===== src/rtl/fifo_sync_pf.sv =====
// Synchronous single-clock FIFO (any DEPTH >= 2) with occupancy count, thresholds and sticky errors.
// Define FIFO_FWFT_EN for first-word fall-through reads; default build uses a registered read port.
module fifo_sync_pf #(
  parameter int DATA_WIDTH      = 32,
  parameter int DEPTH           = 16,
  parameter int ALMOST_FULL_THR = 14,
  parameter int ALMOST_MTY_THR  = 2,
  localparam int CW             = $clog2(DEPTH + 1)
) (
  input  logic                  clk,
  input  logic                  srst,
  input  logic                  wr,
  input  logic [DATA_WIDTH-1:0] data,
  input  logic                  rd,
  output logic [DATA_WIDTH-1:0] q,
  output logic                  q_valid,
  output logic                  full,
  output logic                  almost_full,
  output logic                  mty,
  output logic                  almost_mty,
  output logic [CW-1:0]         count,
  output logic                  overflow,
  output logic                  underflow
);

  localparam int PW = $clog2(DEPTH);

  logic [DATA_WIDTH-1:0] r_mem [DEPTH];
  logic [PW-1:0]         r_wr_ptr;
  logic [PW-1:0]         r_rd_ptr;
  logic [CW-1:0]         r_count;
  logic                  r_full;
  logic                  r_almost_full;
  logic                  r_mty;
  logic                  r_almost_mty;
  logic                  r_overflow;
  logic                  r_underflow;

  logic                  w_wr_acc;
  logic                  w_rd_acc;
  logic [CW-1:0]         w_count_next;

  // Acceptance is judged on the registered flags, so full+wr+rd favours the read
  // and empty+wr+rd favours the write without any extra arbitration.
  assign w_wr_acc     = wr & ~r_full;
  assign w_rd_acc     = rd & ~r_mty;
  assign w_count_next = r_count + CW'(w_wr_acc) - CW'(w_rd_acc);

  always_ff @(posedge clk) begin
    if (w_wr_acc) begin
      r_mem[r_wr_ptr] <= data;
    end
  end

  always_ff @(posedge clk) begin
    if (srst) begin
      r_wr_ptr      <= '0;
      r_rd_ptr      <= '0;
      r_count       <= '0;
      r_full        <= 1'b0;
      r_almost_full <= 1'b0;
      r_mty         <= 1'b1;
      r_almost_mty  <= 1'b1;
      r_overflow    <= 1'b0;
      r_underflow   <= 1'b0;
    end else begin
      if (w_wr_acc) begin
        r_wr_ptr <= (r_wr_ptr == PW'(DEPTH - 1)) ? '0 : r_wr_ptr + 1'b1;
      end
      if (w_rd_acc) begin
        r_rd_ptr <= (r_rd_ptr == PW'(DEPTH - 1)) ? '0 : r_rd_ptr + 1'b1;
      end
      r_count       <= w_count_next;
      r_full        <= (w_count_next == CW'(DEPTH));
      r_almost_full <= (w_count_next >= CW'(ALMOST_FULL_THR));
      r_mty         <= (w_count_next == '0);
      r_almost_mty  <= (w_count_next <= CW'(ALMOST_MTY_THR));
      if (wr & r_full) begin
        r_overflow <= 1'b1;
      end
      if (rd & r_mty) begin
        r_underflow <= 1'b1;
      end
    end
  end

`ifdef FIFO_FWFT_EN
  assign q       = r_mem[r_rd_ptr];
  assign q_valid = ~r_mty;
`else
  logic [DATA_WIDTH-1:0] r_q;
  logic                  r_q_valid;

  always_ff @(posedge clk) begin
    if (srst) begin
      r_q       <= '0;
      r_q_valid <= 1'b0;
    end else begin
      r_q_valid <= w_rd_acc;
      if (w_rd_acc) begin
        r_q <= r_mem[r_rd_ptr];
      end
    end
  end

  assign q       = r_q;
  assign q_valid = r_q_valid;
`endif

  assign full        = r_full;
  assign almost_full = r_almost_full;
  assign mty         = r_mty;
  assign almost_mty  = r_almost_mty;
  assign count       = r_count;
  assign overflow    = r_overflow;
  assign underflow   = r_underflow;

endmodule


===== config.mk =====
export PLATFORM = sky130hd
export DESIGN_NAME = fifo_sync_pf
export DESIGN_NICKNAME = d
export VERILOG_FILES = /design/src/rtl/fifo_sync_pf.sv
export SDC_FILE = /design/constraint.sdc
export NUM_CORES = 1
export LEC_CHECK = 0
export ABC_AREA = 1
export BUFFER_PORTS_ARGS = -buffer_cell sky130_fd_sc_hd__buf_2
export CELL_PAD_IN_SITES_DETAIL_PLACEMENT = 1
export CELL_PAD_IN_SITES_GLOBAL_PLACEMENT = 1
export CORE_MARGIN = 1
export CORE_UTILIZATION = 40
export CTS_CLUSTER_DIAMETER = 50
export DETAILED_ROUTE_END_ITERATION = 16
export GPL_TIMING_DRIVEN = 1
export HOLD_SLACK_MARGIN = 0.12
export PLACE_DENSITY_LB_ADDON = 0.1
export SLEW_MARGIN = 20
export SYNTH_ARGS = -nofsm -noshare
export SYNTH_HDL_FRONTEND = slang
export SYNTH_SLANG_ARGS = --single-unit

===== constraint.sdc =====
create_clock -name clk -period 4.92 [get_ports clk]
set_input_delay 0.492 -clock clk [delete_from_list [all_inputs] [get_ports clk]]
set_output_delay 0.492 -clock clk [all_outputs]
set_load 0.01 [all_outputs]

* Yosys cells after proc, flatten, opt, wreduce, memory -nomap -nowiden
Memories as Yosys holds them, arrays and structs flattened. A register that Yosys moved wholly into a read port is not among the register bits. Cells that the tools add are included. Widths: inputs -> output; s select.
Word-level totals: register bits after elaboration 20, memory bits (writable) 512, word-level logic and storage cells 31, memories 1
Cells by class: add/sub/neg operators 4, order comparisons 2, equal/unequal tests 3, multiplexer cells 4, bitwise logic cells 6, reduce and logical (&&, ||, !) cells 1
Memory list:
- r_mem | depth 16, bits a word 32, rd ports 1, clocked after memory_dff 1, wr ports 1, RTL line 28 | logic [DATA_WIDTH-1:0] r_mem [DEPTH];
Operators by type and width (number):
- $add 4x1->4 const B | 2
- $eq 4x4->1 const B | 2
- $mux 4 | 2
- $add 5x1->5 | 1
- $eq 5x5->1 const B | 1
- $ge 5x4->1 const B | 1
- $le 5x2->1 const B | 1
- $logic_not 5->1 | 1
- $sub 5x1->5 | 1
- $and 1x1->1 | 4
- $mux 1 | 2
- $not 1->1 | 2

* Longest topological paths before layout
word-level depth 5, gate-level depth with buffers 13

* Worst setup path after synthesis
Ideal clock, no wire load.
path type input port to flip-flop, start in wr, end mem r_mem[11][0] (enable), data arrival time 2.424 ns, setup slack 2.075 ns, stages 6, path through inv_1 nor2_1 inv_1 nor2_1 nand2_1 nor2_1
Between the ends: cells in the longest elaborated chain, start to end 3
Ends and longest elaborated chain:
- from (decl) | RTL line 12 | input logic wr,
- $and 1x1->1 | RTL line 45 | assign w_wr_acc = wr & ~r_full;
- $mux 1 | RTL line 50 | if (w_wr_acc) begin
- $mux 1 (implied by the code) | RTL line 51 | r_mem[r_wr_ptr] <= data;
- to (decl) | RTL line 28
Every way passes these cells.

==> reports/metrics.yaml <==
path_cells: "inv_6, buf_4, nand2_1, nand3_1, nand3_1, nand2_1, nand2_1, nand3_1, nand2_1, inv_1"
die_height_um: 240
worstPathRequired_ns: 5.47
die_w_um: 240
row_count: 87
dp_hpwl_um: 33600
fin_skew_ns: 0.0157
n_antenna_cell: 0
drt_first_pass_iters: 7
most_frequent_standard_cell_in_the_layout_excluding_fill_and_tap_cells: "nand2_1"
routed_wl_um: 62500
sequential_area_share_after_synthesis: 0.722
drt_iter0_drc: 1009
detail-route-antenna-nets: 0
path_class: "flip-flop to flip-flop"
outcome: "finished, final reports clean"
hold_path.class: "primary input to flip-flop"
initial_core_util: 0.404
tritoncts: "done"
maxSlewViolCount: 0
critical-path-top-cell-by-count: "nand2_1"
gr-usage-all-layers: 0.224
clock-root-buffer: "clkbuf_16"
post_cts.repair.setup_buffers: 0
core_footprint_mm2: 0.0563
signal_arrival_time_at_the_worst_endpoint_ns: 3.44
route.detailed.vias_per_inst: 5.19
worst_ir_drop_vdd_mv: 0.250
finalNonFillerCells: 2858
grt_max_degree: 104
layout_common_cells: "693 x nand2_1, 512 x edfxtp_1, 421 x nand3_1, 79 x buf_2, 78 x nor2_1"
finalHoldViolCount: 0
cp_slowest_stage_delay_ns: 0.74
finalSetupTns_ns: 0
clock_tree.buffer_depth: 3
tritoncts.num_buffers: 69
rsz0062_at_grt: "no"
grt_pass1_vias: 15600
max_slew.worst_pin.slew_ns: 1.06
syn-num-nets: 2031
endpoint_kind_of_the_worst_setup_timing_path: "flip-flop"
die_ar_mm2: 0.0578
antenna_found_initial: 1
drc_violation_count_after_routing: 0
buffer_ports.inserted: 79
synth_area_leader_cell: "edfxtp_1"
top_level_ports: 80
powerDensity_mw_per_mm2: 497
clock_sink_count: 564
max_slew_margin: 0.296
post-route-period-util: 0.587
num_vias: 14800
multi_input_comb_area_mm2: 0.00549
ys_ff_latch: 564
synth.top_cells.by_area: "edfxtp_1 68%, nand2_1 11%, nand3_1 9.3%"
flow.area_growth_from_synthesis_pct: 14.5
setup-violations-final: 0
power_leakage_uw: 0.00973
grt_pass1_wl_um: 96100
num-fill-cells: 5959
number_of_violations_of_the_max_capacitance_limit: 0
netlist-cell-type-count: 24
ys_warn_count: 0
fin_crit_ns: 2.89
crit_fanout: 103
post_synth.cell_area_avg_um2: 11.5
worst_setup_path_start_kind: "flip-flop"
syn-cell-area_mm2: 0.0227
achievable-frequency_mhz: 346
synth_top_area_share: 0.676
clock_insertion_delay_worst_skew_ns: 0.60
regArea_mm2: 0.0164
post_synth_inst_count: 1984
gpl.final_weighted_congestion: 0.723
overflow: 0
cts.clk_slew.worst_paths_ns: 0.06
final_layout_net_count: 2097
routed_wire_length_per_instance_um: 21.9
layout-drive-gt1-share: 0.111
timing.critical_path.slowest_stage_cell: "inv_6"
placed_cells: 2733
ctsHtreeMaxLevel: 3
worst max-delay path: cells and delay by family (launching register included):
family,cells,cell delay [ns]
buffers and inverters,3,1.44
DFF,1,0.54
and+or+nand+nor,7,0.69
state kept, by name (all words and copies together) (netlist names):
signal	cells
underflow	1
r_mem	512
r_rd_ptr	4
mty	1
q_valid	1
overflow	1
almost_mty	1
almost_full	1
full	1
count	5
r_wr_ptr	4
q	32
area by class of cell:
class                   instances  share of cell area
flip-flops and latches        564               0.631
well taps                     756              0.0363
repair buffers                113              0.0266
clock inverters                34              0.0137
inverters                      56             0.00836
clock buffers                  89              0.0729
multi-input cells            1246               0.211
stage by stage:
step | cell area, um^2 | total power [uW] | setup slack, ns | hold slack, ns | utilization
after floorplan | 22700 | 7300 | 2.07 | 0.478 | -
after global placement | 23700 | 7960 | 1.97 | 0.449 | 0.421
after detailed placement | 23700 | 8010 | 2.01 | 0.466 | 0.422
after CTS | 26000 | 13100 | 2.04 | 0.150 | 0.462
after global routing | 26000 | 13600 | 1.79 | 0.178 | 0.463
final | 26000 | 12900 | 2.03 | 0.165 | 0.463
per-layer routing:
layer  routed length (um)  track usage  vias to the layer above
met3                 2260       0.0365                       78
met5                    0            0                        -
met4                  894       0.0552                        0
li1                     -            -                     6954
met2                30800        0.377                      234
met1                28600        0.302                     7580
synth_stat cells, drive strengths merged:
cell type  instances
nor3               3
o21ai              5
buf               98
dfxtp             52
nor2              95
nor4               1
edfxtp           512
fa                 1
clkbuf            20
xnor2              3
nand2            693
nand3            421
a21oi             11
xor2               2
ha                10
inv               56
nand4              1
kinds of logic (layout without fill, tap and decap cells):
group,count (synthesis),after routing,synth area share
and+or+nand+nor,1214,1214,0.224
DFF,564,564,0.722
buffers and inverters,174,292,0.0421
AOI/OAI and AO/OA,16,16,0.00352
adders and majority gates,11,11,0.00638
xor gates and xnor gates,5,5,0.00193
path summary, 6_finish.rpt:
kind / from / to / cells after the start / slack (ns)
hold / removal: wr / overflow / 3 / 0.17
hold reg to reg: underflow / underflow / 2 / 0.48
setup reg to reg: r_rd_ptr[0] / q[29] / 10 / 2.03
setup / recovery: r_rd_ptr[0] / q[29] / 10 / 2.03
what timing repair did:
action,4_1_cts,5_1_grt
endpoints found under the hold margin,1,0
hold buffers,1,0
gates resized for setup,0,0
report_power, final:
part           internal [uW]  switching [uW]
clock                   3090            1980
combinational            663            1570
sequential              5480             161
No activity file was read; power rests on OpenSTA's default activity.
